<file path="src/rtl/vga_pkg.sv">
// Shared VGA constants, colours and the menu selection state type.
// Used by draw_menu_anim, menu_sel_ctrl and their bench.
package vga_pkg;

    localparam int HOR_PIXELS = 800;
    localparam int VER_PIXELS = 600;

    localparam logic [11:0] COLOR_BLACK      = 12'h000;
    localparam logic [11:0] COLOR_DARK_GREEN = 12'h050;
    localparam logic [11:0] COLOR_DARK_BROWN = 12'h420;
    localparam logic [11:0] MENU_BG_COLOR    = 12'h224;
    localparam logic [11:0] COLOR_MENU_SEL   = 12'h48C;

    typedef enum logic [1:0] {
        IDLE,
        PEND_UP,
        PEND_DN
    } sel_state_t;

    // Two-colour border pattern: green on the upper half-period.
    function automatic logic [11:0] border_color(input logic green);
        return green ? COLOR_DARK_GREEN : COLOR_DARK_BROWN;
    endfunction

endpackage

</file>
<file path="src/rtl/vga_if.sv">
// VGA timing plus rgb bundle.
// Modports: in (consumer side), out (producer side).
interface vga_if;

    logic [10:0] vcount;
    logic        vsync;
    logic        vblnk;
    logic [10:0] hcount;
    logic        hsync;
    logic        hblnk;
    logic [11:0] rgb;

    modport in (
        input vcount, vsync, vblnk,
        input hcount, hsync, hblnk,
        input rgb
    );

    modport out (
        output vcount, vsync, vblnk,
        output hcount, hsync, hblnk,
        output rgb
    );

endinterface

</file>
<file path="src/rtl/menu_sel_ctrl.sv">
// Menu selection FSM: buttons arm a pending move, applied on a frame tick.
// Ports: clk, rst, tick, btn_up, btn_down -> sel_idx, sel_changed (pulse).
module menu_sel_ctrl
    import vga_pkg::*;
#(
    parameter int N_ITEMS = 4
) (
    input  logic                       clk,
    input  logic                       rst,
    input  logic                       tick,
    input  logic                       btn_up,
    input  logic                       btn_down,
    output logic [$clog2(N_ITEMS)-1:0] sel_idx,
    output logic                       sel_changed
);

    localparam int SW = $clog2(N_ITEMS);
    localparam logic [SW-1:0] LAST = SW'(N_ITEMS - 1);

    sel_state_t state, state_nxt, base;
    logic [SW-1:0] sel_nxt;
    logic          chg_nxt;

    always_ff @(posedge clk or posedge rst) begin
        if (rst) begin
            state       <= IDLE;
            sel_idx     <= '0;
            sel_changed <= 1'b0;
        end else begin
            state       <= state_nxt;
            sel_idx     <= sel_nxt;
            sel_changed <= chg_nxt;
        end
    end

    always_comb begin
        sel_nxt   = sel_idx;
        chg_nxt   = 1'b0;
        base      = state;
        state_nxt = state;

        // A tick commits the pending move; any button this cycle then
        // sees the FSM as already idle.
        if (tick && state != IDLE) begin
            chg_nxt = 1'b1;
            base    = IDLE;
            if (state == PEND_UP)
                sel_nxt = (sel_idx == '0) ? LAST : sel_idx - SW'(1);
            else
                sel_nxt = (sel_idx == LAST) ? '0 : sel_idx + SW'(1);
        end

        state_nxt = base;
        // Simultaneous presses are ignored, so only act on exactly one.
        if (btn_up ^ btn_down) begin
            unique case (base)
                IDLE:    state_nxt = btn_up ? PEND_UP : PEND_DN;
                PEND_UP: state_nxt = btn_down ? IDLE : PEND_UP;
                PEND_DN: state_nxt = btn_up ? IDLE : PEND_DN;
                default: state_nxt = IDLE;
            endcase
        end
    end

endmodule

</file>
<file path="src/rtl/draw_menu_anim.sv">
// Menu overlay: scrolling two-colour border, selection highlight band.
// Ports: clk, rst, in/out (vga_if), btn_up, btn_down, sel_idx, sel_changed.
// Macro MENU_SCROLL_EN enables the border scroll animation.
module draw_menu_anim
    import vga_pkg::*;
#(
    parameter int BORDER_W   = 16,
    parameter int TILE       = 16,
    parameter int N_ITEMS    = 4,
    parameter int ITEM_Y0    = 200,
    parameter int ITEM_H     = 64,
    parameter int SCROLL_DIV = 4
) (
    input  logic                       clk,
    input  logic                       rst,
    vga_if.in                          in,
    vga_if.out                         out,
    input  logic                       btn_up,
    input  logic                       btn_down,
    output logic [$clog2(N_ITEMS)-1:0] sel_idx,
    output logic                       sel_changed
);

    localparam int OW = $clog2(2 * TILE);
    localparam logic [OW-1:0] TILE_V = OW'(TILE);

    localparam logic [10:0] LO_EDGE  = 11'(BORDER_W);
    localparam logic [10:0] BOT_EDGE = 11'(VER_PIXELS - BORDER_W);
    localparam logic [10:0] RGT_EDGE = 11'(HOR_PIXELS - BORDER_W);

    // Band arithmetic width covers the end of the last item band.
    localparam int YMAX = ITEM_Y0 + N_ITEMS * ITEM_H;
    localparam int YW   = $clog2(YMAX + 1);
    localparam int CW   = (YW > 11) ? YW : 11;

    if (SCROLL_DIV < 1) begin : g_bad_div
        $error("SCROLL_DIV must be at least 1");
    end
    if (TILE < 1 || (TILE & (TILE - 1)) != 0) begin : g_bad_tile
        $error("TILE must be a power of two");
    end
    if (N_ITEMS < 2 || N_ITEMS > 16) begin : g_bad_items
        $error("N_ITEMS must be within 2..16");
    end

    logic          vblnk_q;
    logic          tick;
    logic [OW-1:0] offset;

    assign tick = in.vblnk & ~vblnk_q;

    always_ff @(posedge clk or posedge rst) begin
        if (rst) vblnk_q <= 1'b0;
        else     vblnk_q <= in.vblnk;
    end

`ifdef MENU_SCROLL_EN
    localparam int FW = (SCROLL_DIV > 1) ? $clog2(SCROLL_DIV) : 1;
    localparam logic [FW-1:0] F_LAST = FW'(SCROLL_DIV - 1);

    logic [FW-1:0] frame_cnt;

    always_ff @(posedge clk or posedge rst) begin
        if (rst) begin
            frame_cnt <= '0;
            offset    <= '0;
        end else if (tick) begin
            if (frame_cnt == F_LAST) begin
                frame_cnt <= '0;
                offset    <= offset + OW'(1);
            end else begin
                frame_cnt <= frame_cnt + FW'(1);
            end
        end
    end
`else
    assign offset = '0;
`endif

    menu_sel_ctrl #(
        .N_ITEMS (N_ITEMS)
    ) u_sel (
        .clk         (clk),
        .rst         (rst),
        .tick        (tick),
        .btn_up      (btn_up),
        .btn_down    (btn_down),
        .sel_idx     (sel_idx),
        .sel_changed (sel_changed)
    );

    logic [OW-1:0] ph_h, ph_v;
    logic          grn_h, grn_v;
    logic [CW-1:0] vc, band_lo, band_hi;
    logic          in_band;
    logic          b_top, b_bot, b_lft, b_rgt;
    logic [11:0]   rgb_nxt;

    always_comb begin
        // Phase wraps naturally: 2*TILE is a power of two.
        ph_h  = OW'(in.hcount) + offset;
        ph_v  = OW'(in.vcount) + offset;
        grn_h = ph_h >= TILE_V;
        grn_v = ph_v >= TILE_V;

        b_top = in.vcount < LO_EDGE;
        b_bot = in.vcount >= BOT_EDGE;
        b_lft = in.hcount < LO_EDGE;
        b_rgt = in.hcount >= RGT_EDGE;

        vc      = CW'(in.vcount);
        band_lo = CW'(ITEM_Y0) + CW'(sel_idx) * CW'(ITEM_H);
        band_hi = band_lo + CW'(ITEM_H);
        in_band = (vc >= band_lo) && (vc < band_hi) &&
                  !b_lft && !b_rgt;

        rgb_nxt = MENU_BG_COLOR;
        if (in.vblnk || in.hblnk) rgb_nxt = COLOR_BLACK;
        else if (in.rgb != 12'h000) rgb_nxt = in.rgb;
        else if (b_top) rgb_nxt = border_color(grn_h);
        else if (b_bot) rgb_nxt = border_color(~grn_h);
        else if (b_lft) rgb_nxt = border_color(grn_v);
        else if (b_rgt) rgb_nxt = border_color(~grn_v);
        else if (in_band) rgb_nxt = COLOR_MENU_SEL;
    end

    always_ff @(posedge clk or posedge rst) begin
        if (rst) begin
            out.vcount <= '0;
            out.vsync  <= 1'b0;
            out.vblnk  <= 1'b0;
            out.hcount <= '0;
            out.hsync  <= 1'b0;
            out.hblnk  <= 1'b0;
            out.rgb    <= '0;
        end else begin
            out.vcount <= in.vcount;
            out.vsync  <= in.vsync;
            out.vblnk  <= in.vblnk;
            out.hcount <= in.hcount;
            out.hsync  <= in.hsync;
            out.hblnk  <= in.hblnk;
            out.rgb    <= rgb_nxt;
        end
    end

endmodule

</file>
<file path="src/flat_wrapper.sv">
// flat-port wrapper written by rule: the top's interface ports become plain ports
module draw_menu_anim_flat import vga_pkg::*;
#(
    parameter int BORDER_W   = 16,
    parameter int TILE       = 16,
    parameter int N_ITEMS    = 4,
    parameter int ITEM_Y0    = 200,
    parameter int ITEM_H     = 64,
    parameter int SCROLL_DIV = 4
)
  (clk, rst, btn_up, btn_down, sel_idx, sel_changed, in_vcount, in_vsync, in_vblnk, in_hcount, in_hsync, in_hblnk, in_rgb, out_vcount, out_vsync, out_vblnk, out_hcount, out_hsync, out_hblnk, out_rgb);
  vga_if in_i ();
  vga_if out_i ();
  input  logic clk;
  input  logic rst;
  input  logic btn_up;
  input  logic btn_down;
  output logic [$clog2(N_ITEMS)-1:0] sel_idx;
  output logic sel_changed;
  input wire logic [$bits(in_i.vcount)-1:0] in_vcount;
  input wire logic [$bits(in_i.vsync)-1:0] in_vsync;
  input wire logic [$bits(in_i.vblnk)-1:0] in_vblnk;
  input wire logic [$bits(in_i.hcount)-1:0] in_hcount;
  input wire logic [$bits(in_i.hsync)-1:0] in_hsync;
  input wire logic [$bits(in_i.hblnk)-1:0] in_hblnk;
  input wire logic [$bits(in_i.rgb)-1:0] in_rgb;
  output wire logic [$bits(out_i.vcount)-1:0] out_vcount;
  output wire logic [$bits(out_i.vsync)-1:0] out_vsync;
  output wire logic [$bits(out_i.vblnk)-1:0] out_vblnk;
  output wire logic [$bits(out_i.hcount)-1:0] out_hcount;
  output wire logic [$bits(out_i.hsync)-1:0] out_hsync;
  output wire logic [$bits(out_i.hblnk)-1:0] out_hblnk;
  output wire logic [$bits(out_i.rgb)-1:0] out_rgb;
  assign in_i.vcount = in_vcount;
  assign in_i.vsync = in_vsync;
  assign in_i.vblnk = in_vblnk;
  assign in_i.hcount = in_hcount;
  assign in_i.hsync = in_hsync;
  assign in_i.hblnk = in_hblnk;
  assign in_i.rgb = in_rgb;
  assign out_vcount = out_i.vcount;
  assign out_vsync = out_i.vsync;
  assign out_vblnk = out_i.vblnk;
  assign out_hcount = out_i.hcount;
  assign out_hsync = out_i.hsync;
  assign out_hblnk = out_i.hblnk;
  assign out_rgb = out_i.rgb;
  draw_menu_anim #(.BORDER_W(BORDER_W), .TILE(TILE), .N_ITEMS(N_ITEMS), .ITEM_Y0(ITEM_Y0), .ITEM_H(ITEM_H), .SCROLL_DIV(SCROLL_DIV)) u_core (.clk(clk), .rst(rst), .in(in_i), .out(out_i), .btn_up(btn_up), .btn_down(btn_down), .sel_idx(sel_idx), .sel_changed(sel_changed));
endmodule
</file>
<file path="config.mk">
export PLATFORM = sky130hd
export DESIGN_NAME = draw_menu_anim_flat
export DESIGN_NICKNAME = d
export VERILOG_FILES = /design/src/rtl/vga_pkg.sv /design/src/rtl/vga_if.sv /design/src/rtl/menu_sel_ctrl.sv /design/src/rtl/draw_menu_anim.sv /design/src/flat_wrapper.sv
export SDC_FILE = /design/constraint.sdc
export NUM_CORES = 1
export LEC_CHECK = 0
export ABC_CLOCK_PERIOD_IN_PS = 2300
export BUFFER_PORTS_ARGS = -buffer_cell sky130_fd_sc_hd__buf_4
export CORE_ASPECT_RATIO = 0.8
export CORE_MARGIN = 2
export CORE_UTILIZATION = 41
export CTS_CLUSTER_SIZE = 40
export DETAILED_ROUTE_END_ITERATION = 12
export GPL_TIMING_DRIVEN = 1
export PLACE_DENSITY = 0.74
export SETUP_SLACK_MARGIN = 0.15
export SLEW_MARGIN = 20
export SYNTH_ARGS = -nofsm -noshare
export SYNTH_HDL_FRONTEND = slang
export SYNTH_SLANG_ARGS = --single-unit
</file>
<file path="constraint.sdc">
create_clock -name clk -period 2.3 [get_ports clk]
set_input_delay 0 -clock clk [delete_from_list [all_inputs] [get_ports clk]]
set_output_delay 0 -clock clk [all_outputs]
set_load 0.01 [all_outputs]
</file>
==> impl_metrics.yaml, run 1 <==
cts:
  cts_sinks: 43
  tritoncts: "done"
  clk_latency_ns: 0.29
  path_clk_slew_ns: 0.08
  root_buffer: "clkbuf_8"
  cts_made_buffers: 5
  cts-htree-levels: 2
  clockBufferDepth: 2
sta:
  maxSlewHeadroom_pct: 42.12
  fin_crit_ns: 2.100
  rsz0062_at_grt: "true"
  tightest_slew_ns: 0.8669
  hold_violations: 0
  timing.final.crit_share_pct: 91.30
  fin_skew_ns: 0.01134
  setup_tns_ns: 0
  fmax_mhz: 476.2
  setup_viol: 0
  finalWorstSetupSlack_ns: 0.2001
  slew_violations: 0
worst_setup_path:
  end_kind: "register"
  startpoint_type: "register"
  critical_path_arrival_ns: 2.27
  path_max_fanout: 3
  crit_type: "register to register"
  required_ns: 2.47
synth:
  ys_seq_elements: 43
  syn_avg_cell_area_um2: 12.68
  yosysWarnings: 0
  ys_types: 42
  yosys.cell_count.top_type: "dfrtp_1"
  yosysSeqAreaShare_pct: 61.96
  netlist.area_leader.share_pct: 61.96
  synth_edf_count: 0
  synth_top_flop_cell: "dfrtp_1"
  synthCells: 137
  async_flop_share_pct: 100.0
  syn-cell-area_um2: 1737
  ys_top_cells_by_area: "dfrtp_1 62%, ha_1 6.5%, o21a_1 2.2%"
  synth.largest_area_cell: "dfrtp_1"
  syn_nets: 188
  synth_common_cells: "43 x dfrtp_1, 9 x ha_1, 9 x inv_1, 9 x nand2_1, 7 x a21oi_1"
cells_and_area:
  nets: 323
  regArea_um2: 1077
  areaGrowthSynthToFinish_pct: 75.07
  final_util_pct: 73.70
  diodes: 0
  multi_input_area_um2: 684.4
  fillers: 282
  drive_above_1_share_pct: 41.18
  final_area_um2: 3040
drt:
  drt_iter0_drc: 86
  avgViaCountPerCell: 4.805
  drt-pass1-iter-count: 4
  ant_nets: 0
  via_count: 1581
  wl_per_cell_um: 13.56
  wl_um: 4460
  route.detailed.drc: 0
placement:
  io_buffers: 82
  dpl_worst_slack_ns: 0.004494
  place_area_um2: 2451
  hpwl_um: 3042
  gp_congestion: 0.7764
worst_hold_path:
  hp-class: "primary input to register"
global_routing:
  grt_max_degree: 44
  antenna_found_initial: 0
  grt_pass1_vias: 1562
  gr-total-overflow: 0
  grt_pass1_wl_um: 7279
  grt.total_usage_pct: 19.57
floorplan:
  start_util_pct: 42.10
  rows: 21
  die_height_um: 62.21
  core_area_um2: 4125
  dieArea_um2: 4776
  io_pins: 83
  fp.dieW_um: 76.77
status:
  outcome: "complete, no violations"
pwr:
  cellLeakagePower_uw: 0.001485
  power_density_nw_per_um2: 713.5
  fin_total_pwr_uw: 2169
  peakVddDrop_uv: 468.9
run:
  drv_cap: 0
-- power breakdown --
part / switching [µW] / internal [µW]
sequential: 29.3 / 811
combinational: 357 / 417
clock: 237 / 318
total: 623 / 1550
-- per-layer routing --
metal | vias up | track usage [%] | part of all wire [%]
met2 | 67 | 30.81 | 46
li1 | 774 | - | -
met4 | 0 | 6.136 | 1.2
met3 | 7 | 7.267 | 8.7
met1 | 733 | 25.19 | 44
met5 | - | 0 | 0
-- worst max-delay path: stages, from the launching register on --
cell and delay, ns:
dfrtp_1 0.40, inv_1 0.10, ha_4 0.22, xnor2_2 0.13, ha_1 0.31, a21oi_2 0.17
o221ai_2 0.12, a211o_1 0.28, o221ai_2 0.16, a21oi_2 0.07
-- path summary, 6_finish.rpt --
check | from | endpoint | slack (ns) | cells past startpoint
setup / recovery | u_core.u_sel.sel_idx[1]$_DFFE_PP0P_ | u_core.out.rgb[5]$_DFF_PP0_ | 0.20 | 9
hold / removal | in_rgb[5] | u_core.out.rgb[5]$_DFF_PP0_ | 0.08 | 3
setup reg to reg | u_core.u_sel.sel_idx[1]$_DFFE_PP0P_ | u_core.out.rgb[5]$_DFF_PP0_ | 0.20 | 9
hold reg to reg | u_core.u_sel.state[0]$_DFF_PP0_ | u_core.u_sel.state[0]$_DFF_PP0_ | 0.56 | 1
max in group asynchronous | rst | u_core.u_sel.sel_idx[0]$_DFFE_PP0P_ | 1.24 | 3
min in group asynchronous | rst | u_core.out.vcount[6]$_DFF_PP0_ | 0.45 | 3
-- per-stage QoR --
step | hold WS, ns | cells
finish | 0.07727 | 329
detailed placement | 0.1104 | 279
floorplan | 0.03143 | 137
CTS | 0.06987 | 326
global placement | 0.1093 | 279
global route | 0.1005 | 329
-- placed cells by master (no fill, tap or decap), drive strengths merged, types with 3 or more instances in the layout --
cell type	n
clkbuf	6
o21ai	5
a21oi	7
o21a	5
buf	89
o221ai	3
and2	4
dfrtp	43
nor2	4
ha	9
dlygate4sd3	40
nand2	9
nor4	6
inv	9
-- cell type report --
type                       instances  area share (%)
sequential                        43           35.43
timing repair buffer             129           35.14
multi-input combinational         84           22.51
clock buffer                       6           2.387
tap                               57           2.346
inverter                           9           1.193
clock inverter                     1          0.9877
-- flip-flops by register name, summed over array words and instances, names as in the netlist --
signal                    flops
u_core.out.hblnk              1
u_core.out.hcount            11
u_core.out.hsync              1
u_core.out.rgb               12
u_core.out.vcount            11
u_core.out.vsync              1
u_core.u_sel.sel_changed      1
u_core.u_sel.sel_idx          2
u_core.u_sel.state            2
u_core.vblnk_q                1
-- cells by family after synthesis --
logic type	after synthesis	share of synthesized area (%)
XOR/XNOR	2	1.009
buffers and inverters	10	2.161
adder cells (fa/ha/maj)	9	6.484
AND/OR/NAND/NOR	34	11.74
flip-flops	43	61.96
AO/OA/AOI/OAI	39	16.64
-- what timing repair did --
item / CTS / global route
setup buffers: 0 / 3
pin swaps: 4 / 7
setup endpoints to repair: 5 / 6
resized for setup: 6 / 5
hold buffers: 40 / 0
endpoints found under the hold margin: 82 / 0
Note: power is estimated with default switching activity, not from simulation.
==> run 2, diff against run 1 <==
RECOVER_POWER = 100   (was not set)
==> impl_metrics.yaml, run 2 (same netlist as run 1, synthesis figures left out) <==
drt:
  drt_iter0_drc: 65
  ant_nets: 0
  via_count: 1582
  wl_per_cell_um: 13.52
  route.detailed.drc: 0
  drt-pass1-iter-count: 4
  wl_um: 4449
  avgViaCountPerCell: 4.809
status:
  outcome: "finished with violations"
  violations: "capacitance limit, slew limit"
sta:
  fin_crit_ns: 2.146
  timing.final.crit_share_pct: 93.29
  fin_skew_ns: 0.01104
  fmax_mhz: 466.0
  tightest_slew_ns: 1.547
  maxSlewHeadroom_pct: -3.248
  slew_violations: 44
  setup_tns_ns: 0
  hold_violations: 0
  rsz0062_at_grt: "true"
  setup_viol: 0
  holdWs_ns: 0.07756
worst_setup_path:
  slowest_stage: "dfrtp_1"
  crit_chain: "inv_1, ha_4, xnor2_2, ha_1, a21oi_1, o221ai_2, a211o_1, o221ai_2, a21oi_2"
  required_ns: 2.47
  reg2reg_to: "u_core.out.rgb[5]$_DFF_PP0_"
  crit_top_cell: "o221ai_2"
  cp_slowest_stage_delay_ns: 0.40
  rrSetupSlack_ns: 0.15
  startpoint_type: "register"
  critical_path_arrival_ns: 2.31
  path_max_fanout: 3
  end_kind: "register"
  crit_type: "register to register"
  timing.rr.start: "u_core.u_sel.sel_idx[1]$_DFFE_PP0P_"
  ff2ff_path_depth: 9
floorplan:
  rows: 21
  io_pins: 83
  die_height_um: 62.21
  start_util_pct: 42.10
  fp.dieW_um: 76.77
  core_area_um2: 4125
  dieArea_um2: 4776
cts:
  path_clk_slew_ns: 0.08
  cts_sinks: 43
  clockBufferDepth: 2
  cts_made_buffers: 5
  tritoncts: "done"
  root_buffer: "clkbuf_8"
  clk_latency_ns: 0.29
  cts-htree-levels: 2
worst_hold_path:
  holdPathEnd: "u_core.out.rgb[5]$_DFF_PP0_"
  hp-start: "in_rgb[5]"
  hp-class: "primary input to register"
  holdPathStages: 3
global_routing:
  gr-total-overflow: 0
  grt_max_degree: 44
  antenna_found_initial: 0
  grt.total_usage_pct: 19.57
  grt_pass1_vias: 1562
  grt_pass1_wl_um: 7279
cells_and_area:
  layout_commonest_cell: "clkbuf_1"
  fillers: 354
  multi_input_area_um2: 663.1
  final_cell_mix: "54 x clkbuf_1, 42 x dfrtp_1, 40 x dlygate4sd3_1"
  reg_top3: "u_core.out.rgb x12, u_core.out.hcount x11, u_core.out.vcount x11"
  largest_reg_flops: 12
  top_register: "u_core.out.rgb"
  areaGrowthSynthToFinish_pct: 62.39
  drive_above_1_share_pct: 20.22
  nets: 323
  regArea_um2: 1077
  final_area_um2: 2820
  diodes: 0
pwr:
  power_density_nw_per_um2: 745.7
  cellLeakagePower_uw: 0.001275
  peakVddDrop_uv: 441.7
placement:
  gp_congestion: 0.7764
  place_area_um2: 2451
  io_buffers: 82
  hpwl_um: 3042
run:
  drv_cap: 1
## run 2: cell count changes in the layout (fill, tap and decap cells not counted), sizes merged
cell,delta
clkbuf,+67
buf,-67
## run 2: worst max-delay path, delay by kind of cell (launching register included)
family,cells,cell delay (ns)
buf+inv,1,0.10
fa+ha+maj,2,0.52
flops,1,0.40
xor+xnor,1,0.13
compound gates,5,0.87
## run 2: worst max-delay path by stage
stage / start / endpoint / slack, ns
after global placement: u_core.u_sel.sel_idx[0]$_DFFE_PP0P_ / u_core.out.rgb[9]$_DFF_PP0_ / 0.16
after floorplan: u_core.u_sel.sel_idx[0]$_DFFE_PP0P_ / u_core.out.rgb[9]$_DFF_PP0_ / 0.12
after CTS: u_core.u_sel.sel_idx[0]$_DFFE_PP0P_ / u_core.out.rgb[5]$_DFF_PP0_ / 0.16
final: u_core.u_sel.sel_idx[1]$_DFFE_PP0P_ / u_core.out.rgb[5]$_DFF_PP0_ / 0.15
after detailed placement: u_core.u_sel.sel_idx[0]$_DFFE_PP0P_ / u_core.out.rgb[9]$_DFF_PP0_ / 0.004
after global routing: u_core.u_sel.sel_idx[1]$_DFFE_PP0P_ / u_core.out.rgb[3]$_DFF_PP0_ / 0.07
## run 2: layer usage
| metal | wire length, µm | share of wire, % | track usage (%) | vias to the layer above |
|---|---|---|---|---|
| li1 | - | - | - | 776 |
| met1 | 1949 | 44 | 25.19 | 732 |
| met2 | 2045 | 46 | 30.81 | 66 |
| met3 | 397 | 8.9 | 7.267 | 8 |
| met4 | 56 | 1.3 | 6.136 | 0 |
| met5 | 0 | 0 | 0 | - |
## run 2: where the power goes
| group | leakage (µW) | switching, µW | internal (µW) |
|---|---|---|---|
| clock network | 0.0000513 | 235 | 318 |
| logic | 0.000697 | 345 | 364 |
| registers | 0.000527 | 29.4 | 811 |
| total | 0.00127 | 610 | 1490 |
## run 2: final cells by class
type	instances	area share [%]
flip-flops and latches	43	38.20
repair buffers	129	30.83
clock buffers	6	2.573
inverters	9	1.287
clock inverters	1	1.065
multi-input cells	84	23.51
well taps	57	2.529
## run 2: repair_timing
action,4_1_cts,5_1_grt
hold endpoints to repair,82,0
pin swaps,4,7
gates resized for setup,6,5
gates cloned,0,0
hold buffers,40,0
setup buffers,0,3
endpoints found under the setup margin,5,6
## run 2: stage by stage
step | util [%] | std cells | total power, µW | setup slack [ns]
floorplan | - | 137 | 1161 | 0.1181
global placement | 59.42 | 279 | 1396 | 0.1582
detailed placement | 59.42 | 279 | 1421 | 0.004494
CTS | 72.43 | 326 | 2091 | 0.1588
global route | 68.37 | 329 | 2244 | 0.06789
finish | 68.37 | 329 | 2103 | 0.1543
